File: src/rtl/mmu_pkg.sv
// Shared MMU types: dmem request/response bundles and arbiter owner tags.
// Imported by the dmem/PTW arbiter and its owner FIFO.
package mmu_pkg;

  localparam int DMEM_ARB_OUTSTANDING = 4;
  localparam int DMEM_PADDR_W = 40;
  localparam int DMEM_DATA_W = 64;

  typedef enum logic {
    OWNER_CORE = 1'b0,
    OWNER_PTW  = 1'b1
  } dmem_owner_t;

  typedef struct packed {
    logic                    valid;
    logic [DMEM_PADDR_W-1:0] addr;
    logic [4:0]              cmd;
    logic [2:0]              typ;
    logic                    phys;
    logic                    kill;
    logic [DMEM_DATA_W-1:0]  data;
  } dmem_req_t;

  typedef struct packed {
    dmem_req_t req;
  } ptw_dmem_comm_t;

  typedef struct packed {
    logic                   valid;
    logic                   nack;
    logic [DMEM_DATA_W-1:0] data;
  } dmem_resp_t;

  typedef struct packed {
    logic       dmem_ready;
    dmem_resp_t resp;
  } dmem_ptw_comm_t;

endpackage

File: src/rtl/dmem_arb_owner_fifo.sv
// Owner-tag FIFO: records who owns each in-flight dmem request, in order.
// Ports: clk_i, rst_i, push_i/owner_i, pop_i, full_o, empty_o, head_o.
module dmem_arb_owner_fifo
  import mmu_pkg::*;
#(
  parameter int DEPTH = DMEM_ARB_OUTSTANDING
) (
  input  logic        clk_i,
  input  logic        rst_i,
  input  logic        push_i,
  input  dmem_owner_t owner_i,
  input  logic        pop_i,
  output logic        full_o,
  output logic        empty_o,
  output dmem_owner_t head_o
);

  localparam int PW = $clog2(DEPTH);
  localparam logic [PW-1:0] P_ONE = 1;
  localparam logic [PW:0] C_ONE = 1;
  localparam logic [PW:0] C_FULL = (PW+1)'(DEPTH);

  dmem_owner_t   r_mem [DEPTH];
  logic [PW-1:0] r_wr;
  logic [PW-1:0] r_rd;
  logic [PW:0]   r_cnt;

  always_ff @(posedge clk_i) begin
    if (push_i) r_mem[r_wr] <= owner_i;
  end

  always_ff @(posedge clk_i) begin
    if (rst_i) begin
      r_wr  <= '0;
      r_rd  <= '0;
      r_cnt <= '0;
    end else begin
      if (push_i) r_wr <= r_wr + P_ONE;
      if (pop_i) r_rd <= r_rd + P_ONE;
      unique case ({push_i, pop_i})
        2'b10:   r_cnt <= r_cnt + C_ONE;
        2'b01:   r_cnt <= r_cnt - C_ONE;
        default: r_cnt <= r_cnt;
      endcase
    end
  end

  assign full_o  = (r_cnt == C_FULL);
  assign empty_o = (r_cnt == '0);
  assign head_o  = r_mem[r_rd];

endmodule

File: src/rtl/dmem_ptw_arb.sv
// Arbitrates PTW and core LSU onto one L1D port; routes responses by owner.
// Ports: clk_i, rst_i, PTW/core req in, per-side ready+resp out, L1D side, orphan_err_o.
module dmem_ptw_arb
  import mmu_pkg::*;
#(
  parameter int OUTSTANDING  = DMEM_ARB_OUTSTANDING,
  parameter int STARVE_LIMIT = 8
) (
  input  logic           clk_i,
  input  logic           rst_i,
  input  ptw_dmem_comm_t ptw_dmem_comm_i,
  output dmem_ptw_comm_t dmem_ptw_comm_o,
  input  ptw_dmem_comm_t core_dmem_comm_i,
  output dmem_ptw_comm_t dmem_core_comm_o,
  output ptw_dmem_comm_t dmem_req_o,
  input  dmem_ptw_comm_t dmem_resp_i,
  output logic           orphan_err_o
);

  localparam int SW = $clog2(STARVE_LIMIT + 1);
  localparam logic [SW-1:0] S_MAX = SW'(STARVE_LIMIT);
  localparam logic [SW-1:0] S_ONE = 1;

  logic [SW-1:0] r_starve;
  logic          r_last_core;
  logic          r_orphan;

  logic          w_pv;
  logic          w_cv;
  logic          w_rdy;
  logic          w_full;
  logic          w_empty;
  logic          w_gnt_ptw;
  logic          w_gnt_core;
  logic          w_acc_ptw;
  logic          w_acc_core;
  logic          w_rsp;
  logic          w_pop;
  logic          w_orph;
  logic          w_to_ptw;
  logic          w_to_core;
  dmem_owner_t   w_head;
  dmem_owner_t   w_push_owner;

  always_comb begin
    w_pv  = ptw_dmem_comm_i.req.valid & ~rst_i;
    w_cv  = core_dmem_comm_i.req.valid & ~rst_i;
    w_rdy = dmem_resp_i.dmem_ready & ~rst_i;
    // A full tracker blocks grant outright; a same-cycle pop does not help.
    w_gnt_ptw  = ~w_full & w_pv & (~w_cv | (r_starve != S_MAX));
    w_gnt_core = ~w_full & w_cv & ~w_gnt_ptw;
    w_acc_ptw  = w_gnt_ptw & w_rdy;
    w_acc_core = w_gnt_core & w_rdy;
    w_push_owner = w_acc_ptw ? OWNER_PTW : OWNER_CORE;
    w_rsp  = (dmem_resp_i.resp.valid | dmem_resp_i.resp.nack) & ~rst_i;
    w_pop  = w_rsp & ~w_empty;
    w_orph = w_rsp & w_empty;
    w_to_ptw  = w_pop & (w_head == OWNER_PTW);
    w_to_core = w_pop & (w_head == OWNER_CORE);
  end

  dmem_arb_owner_fifo #(
    .DEPTH(OUTSTANDING)
  ) u_owner_fifo (
    .clk_i  (clk_i),
    .rst_i  (rst_i),
    .push_i (w_acc_ptw | w_acc_core),
    .owner_i(w_push_owner),
    .pop_i  (w_pop),
    .full_o (w_full),
    .empty_o(w_empty),
    .head_o (w_head)
  );

  always_comb begin
    dmem_req_o = w_gnt_ptw ? ptw_dmem_comm_i : core_dmem_comm_i;
    dmem_req_o.req.valid = w_gnt_ptw | w_gnt_core;
    // Kill qualifies the request accepted one cycle earlier, core only.
    dmem_req_o.req.kill = r_last_core & core_dmem_comm_i.req.kill & ~rst_i;

    dmem_ptw_comm_o.dmem_ready = w_gnt_ptw & w_rdy;
    dmem_ptw_comm_o.resp.valid = w_to_ptw & dmem_resp_i.resp.valid;
    dmem_ptw_comm_o.resp.nack  = w_to_ptw & dmem_resp_i.resp.nack;
    dmem_ptw_comm_o.resp.data  = dmem_resp_i.resp.data;

    dmem_core_comm_o.dmem_ready = w_gnt_core & w_rdy;
    dmem_core_comm_o.resp.valid = w_to_core & dmem_resp_i.resp.valid;
    dmem_core_comm_o.resp.nack  = w_to_core & dmem_resp_i.resp.nack;
    dmem_core_comm_o.resp.data  = dmem_resp_i.resp.data;
  end

  always_ff @(posedge clk_i) begin
    if (rst_i) begin
      r_starve    <= '0;
      r_last_core <= 1'b0;
      r_orphan    <= 1'b0;
    end else begin
      r_last_core <= w_acc_core;
      if (w_orph) r_orphan <= 1'b1;
      if (w_cv && w_acc_ptw) begin
        if (r_starve != S_MAX) r_starve <= r_starve + S_ONE;
      end else if (w_acc_core || !w_cv) begin
        r_starve <= '0;
      end
    end
  end

  assign orphan_err_o = r_orphan;

endmodule

File: config.mk
export PLATFORM = sky130hd
export DESIGN_NAME = dmem_ptw_arb
export DESIGN_NICKNAME = d
export VERILOG_FILES = /design/src/rtl/mmu_pkg.sv /design/src/rtl/dmem_arb_owner_fifo.sv /design/src/rtl/dmem_ptw_arb.sv
export SDC_FILE = /design/constraint.sdc
export NUM_CORES = 1
export LEC_CHECK = 0
export ABC_AREA = 1
export ABC_CLOCK_PERIOD_IN_PS = 3600
export BUFFER_PORTS_ARGS = -buffer_cell sky130_fd_sc_hd__buf_2
export CORE_AREA = 2 2 213 215
export CTS_CLUSTER_DIAMETER = 50
export DETAILED_ROUTE_END_ITERATION = 10
export DIE_AREA = 0 0 215 217
export GPL_TIMING_DRIVEN = 0
export MAX_ROUTING_LAYER = met4
export PLACE_DENSITY = 0.35
export SLEW_MARGIN = 15
export SYNTH_ARGS = -nofsm -noshare
export SYNTH_HDL_FRONTEND = slang
export SYNTH_SLANG_ARGS = --single-unit
File: constraint.sdc
create_clock -name clk_i -period 3.6 [get_ports clk_i]
set_input_delay 0.18 -clock clk_i [delete_from_list [all_inputs] [get_ports clk_i]]
set_output_delay 0.18 -clock clk_i [all_outputs]
set_load 0.03 [all_outputs]
# Word level (Yosys, flattened, before mapping)
# Memory sizes are Yosys's and may differ from the RTL's. A register that Yosys moved wholly into a read port is not among the register bits.
# Cells that the tools add are included.
# word_totals
regBits	13
latchBits	0
ramBits	4
mem_bits_ro	0
out_inout_bits	250
word_cells	64
memories	1
# classes
n_addsub	5
multipliers	0
div_mod_pow	0
order_cmp	0
n_eq_ne	5
shifts	0
mux	10
bitwise	30
n_reduce_logical	7
# memory_table
name	depth	width	rd	rd_clocked_by_memory_dff	write_ports	line	text
u_owner_fifo.r_mem	4	1	1	1	1	dmem_arb_owner_fifo.sv:23	dmem_owner_t r_mem [DEPTH];
# ops
operator	count
$mux W114	1
$and A1 B1 Y1	20
$mux W4	3
$not A1 Y1	6
$pmux W3 S2	1
$add A2 B1 Y2 const B	2
$add A4 B1 Y4 const B	1
$mux W2	2
$ne A4 B4 Y1 const B	1
$or A1 B1 Y1	4
$reduce_bool A2 Y1	2
$add A3 B1 Y3 const B	1
$eq A3 B3 Y1 const B	1
$logic_not A3 Y1	1
$mux W1	3
$sub A3 B1 Y3 const B	1
$eq A2 B1 Y1 const B	1
$eq A2 B2 Y1 const B	1
$ne A2 B2 Y1 const B	1
$reduce_and A2 Y1	1
$logic_and A1 B1 Y1	1
$logic_not A1 Y1	1
$logic_or A1 B1 Y1	1

# Logic depth before layout (Yosys ltp)
# logic_depth
ltp_word	11
ltp_mapped	16
mapped_depth_nobuf	16

# Cells and area by module
# A second synthesis with hierarchy kept.
# hier_totals
cells_unflattened	627
hier_area_um2	3399.5
# modules_own_cells
mod	instances	cells_per_inst	area_per_inst_um2	seq_area_each_um2
dmem_ptw_arb	1	559	2801.4	120.1
dmem_arb_owner_fifo	1	68	598.1	300.3

# Worst setup path before layout
# No wires, ideal clock.
# synth_timing
path_type	reg-to-reg
start	register r_starve[0]
end	register u_owner_fifo.r_cnt[2]
setup_time_ns	0.122
arrival_ns	2.235
required_time_ns	3.478
setup_slack_ns	1.243
path_stages_with_launch	17
n_path_buf	0
path_cell_list	dfxtp_1 > inv_1 > ha_1 > nand2_1 > nor2_1 > nand2_1 > nand2_2 > nand2_2 > inv_1 > nor2_2 > ha_1 > inv_1 > fa_1 > a21oi_1 > o21ai_0 > o21ai_0 > a21oi_1
# synth_between
elab_chain_cells	9
elab_cells_between_ends	12
cone_classes	eq/ne (3); mux (1); bitwise (7); reduce/logical (1)
# synth_rtl
item	line	text
start, declared	dmem_ptw_arb.sv:24	logic [SW-1:0] r_starve;
start signal, assigned	dmem_ptw_arb.sv:101	if (r_starve != S_MAX) r_starve <= r_starve + S_ONE;
$ne A4 B4 Y1 (*)	dmem_ptw_arb.sv:50	w_gnt_ptw = ~w_full & w_pv & (~w_cv | (r_starve != S_MAX));
$or A1 B1 Y1 (*)	dmem_ptw_arb.sv:50	
$and A1 B1 Y1 (*)	dmem_ptw_arb.sv:50	
$not A1 Y1 (*)	dmem_ptw_arb.sv:51	w_gnt_core = ~w_full & w_cv & ~w_gnt_ptw;
$and A1 B1 Y1 (*)	dmem_ptw_arb.sv:51	
$and A1 B1 Y1 (*)	dmem_ptw_arb.sv:53	w_acc_core = w_gnt_core & w_rdy;
named net w_acc_core	dmem_ptw_arb.sv:36	logic w_acc_core;
$or A1 B1 Y1 (*)	dmem_ptw_arb.sv:67	.push_i (w_acc_ptw | w_acc_core),
$eq A2 B1 Y1 or $eq A2 B2 Y1 (tied branches)	dmem_arb_owner_fifo.sv:40	unique case ({push_i, pop_i})
$pmux W3 S2 or $reduce_bool A2 Y1 (tied branches)	-	
end signal, assigned	dmem_arb_owner_fifo.sv:41	2'b10: r_cnt <= r_cnt + C_ONE;
end signal, assigned	dmem_arb_owner_fifo.sv:42	2'b01: r_cnt <= r_cnt - C_ONE;
end signal, assigned	dmem_arb_owner_fifo.sv:43	default: r_cnt <= r_cnt;
end, declared	dmem_arb_owner_fifo.sv:26	logic [PW:0] r_cnt;
# The timed path passes the listed nets; every way through them passes the cells marked *.
# A chain may end at the register's enable or synchronous reset.

# Final worst setup path
# Same ends and word-level chain as after synthesis.

==> impl_metrics.yaml <==
clock_tree:
  clk_latency_ps: 250
  tritoncts: "built"
  htreeDepth: 1
  root_buffer: "clkbuf_16"
  clk_pin_slew_ps: 60
  postCtsSetupRepairBufs: 0
  cts-hold-fix-buffers: 0
  cts.sinks: 19
  post_cts_resized: 0
  cts_max_path_buffers: 2
  cts_buffers: 3
final_layout:
  fill_cells: 5285
  syn_to_final_growth_pct: 96.2
  drive_above_1_share: 0.583
  final_nets: 1417
  stdcell_count: 1711
  design_area_mm2: 0.00663
setup_path:
  cp_data_arrival_time_ps: 2950
  crit_path_frequent_cell: "inv_1"
  crit_family: "simple AND/OR/NAND/NOR gates"
  start_kind: "register"
  crit_chain: "inv_1 > ha_1 > nand2_1 > nor2_1 > nand2_1 > nand2_2 > nand2_2 > inv_1 > nor2_2 > ha_1 > inv_1 > fa_1 > a21oi_1 > o21ai_0 > o21ai_0 > a21oi_1"
  critPathRequiredTime_ps: 3740
  end_kind: "register"
  rrSetupSlack_ps: 780
  slowest_delay_ps: 380
  path_buf_inv: 3
  crit_path_top_delay_cell: "dfxtp_1"
  crit_fanout: 10
  crit_type: "reg2reg"
job:
  drv_cap: 0
placement:
  portBuffers: 483
  place_congestion: 0.790
  hpwl_mm: 18.4
  placed_cell_area_mm2: 0.00655
  place_inst: 1705
timing:
  post-route-period-util: 0.782
  finalClockSkew_ps: 1.25
  slew_viol_final: 0
  rsz0062_at_grt: "false"
  relSlewSlack: 0.659
  worst_pin_slew_ps: 511
  period_minus_slack_ps: 2820
  fmax_ghz: 0.355
  hold_violations: 0
  fin_hold_ws_ps: 223
  setup_tns_ps: 0
  setup_viol: 0
synth:
  seq_area_frac_synth: 0.124
  synth_top_area_cell: "nand2_1"
  synthTopCellsByArea: "nand2_1 (40%), buf_4 (31%), dfxtp_1 (8.9%), edfxtp_1 (3.6%), ha_1 (2.6%)"
  synth.net_count: 929
  syn-cell-area_mm2: 0.00338
  synth_warnings: 0
  synthesis.area_per_instance_um2: 5.44
  yosysUniqueCellTypes: 24
  ys_ff_latch: 19
  synth_top_area_share: 0.403
  synth_cells: 622
routing:
  ant_nets: 0
  via_per_inst: 3.07
  vias: 5258
  totalWireLength_mm: 20.7
  drtIter0Drc: 159
  drc: 0
  wl_per_cell_um: 12.1
  firstDrtPassIters: 4
grt:
  grt_max_degree: 12
  gr-max-usage-layer: "met2"
  first_global_vias: 4894
  grtUsageMet2: 0.151
  grt.overflow.total: 0
  grtUsageMet3: 0.0150
  track_usage: 0.0807
  grt_pass1_wl_mm: 28.1
  use_met1: 0.0889
  antenna_found_initial: 5
die:
  pin_count: 549
  row_count: 78
  die_x_um: 215
  die_y_um: 217
  dieArea_mm2: 0.0467
  initial_utilization: 0.0756
  core_area_mm2: 0.0447
power_and_ir_drop:
  p_leak_nw: 4.15
  ir_worst_vdd_v: 0.000124
  pwr_density_cell_mw_per_mm2: 242
outcome:
  status: "finished, final reports clean"
min_path:
  hold_class: "in2reg"
Yosys cell counts (all sizes together):
library cell / instances
nand2: 365
buf: 154
inv: 25
nor2: 19
dfxtp: 15
a21oi: 11
ha: 7
o21ai: 7
edfxtp: 4
nand3: 4
nand4: 4
nor3: 2
xor2: 2
fa: 1
o211ai: 1
xnor2: 1
cells by family after synthesis:
logic type                 count (synthesis)  share of synthesized area
AOI/OAI and AO/OA                         19                     0.0300
xor gates and xnor gates                   3                    0.00777
adders and majority gates                  8                     0.0318
buffers and inverters                    179                      0.359
DFF                                       19                      0.124
and+or+nand+nor                          394                      0.447
per-stage QoR:
stage	power [W]	setup WS (ps)	utilization
floorplan	0.000977	1240	-
global placement	0.00140	758	0.147
detailed placement	0.00139	750	0.147
CTS	0.00163	725	0.148
global route	0.00171	403	0.148
finish	0.00160	784	0.148
power by group:
part	internal [W]	switching [W]	leakage [nW]
registers	0.000230	0.00000845	0.163
logic	0.000397	0.000738	3.94
clock network	0.000149	0.0000817	0.0409
per-layer routing:
metal  wire (µm)  up-vias
met4         408        0
met1        7660     2218
met2       10800      304
met5           0        -
li1            -     2713
met3        1770       23
final timing paths:
check	start	cells after the start	endpoint
setup / recovery	r_starve[0]$_SDFFE_PP0P_	16	u_owner_fifo.r_cnt[2]$_SDFFE_PP0P_
hold / removal	rst_i	2	u_owner_fifo.r_cnt[1]$_SDFFE_PP0P_
setup reg to reg	r_starve[0]$_SDFFE_PP0P_	16	u_owner_fifo.r_cnt[2]$_SDFFE_PP0P_
hold reg to reg	orphan_err_o$_SDFFE_PP0P_	2	orphan_err_o$_SDFFE_PP0P_
layout by cell type (no fill, tap or decap), drive strengths merged:
cell type	instances
xor2	2
dfxtp	15
nor3	2
ha	7
nand2	365
xnor2	1
nand3	4
edfxtp	4
fa	1
a21oi	11
nor2	19
clkinv	1
clkbuf	3
diode	2
o21ai	7
buf	637
o211ai	1
nand4	4
inv	25
area by class of cell:
type	count	area, µm²	area share
timing repair buffer	483	2420	0.364
multi-input combinational	424	1750	0.263
buffer	154	1120	0.169
tap	600	751	0.113
sequential	19	420	0.0634
inverter	25	93.8	0.0141
clock buffer	3	75.1	0.0113
clock inverter	1	5.00	0.000754
antenna	2	5.00	0.000754
worst register-to-register path, cell delays in order, from the launching register on:
cell	delay [ps]
dfxtp_1	380
inv_1	80
ha_1	190
nand2_1	60
nor2_1	30
nand2_1	100
nand2_2	210
nand2_2	250
inv_1	90
nor2_2	190
ha_1	180
inv_1	70
fa_1	380
a21oi_1	150
o21ai_0	110
o21ai_0	160
a21oi_1	60
(Power assumes the default switching activity.)
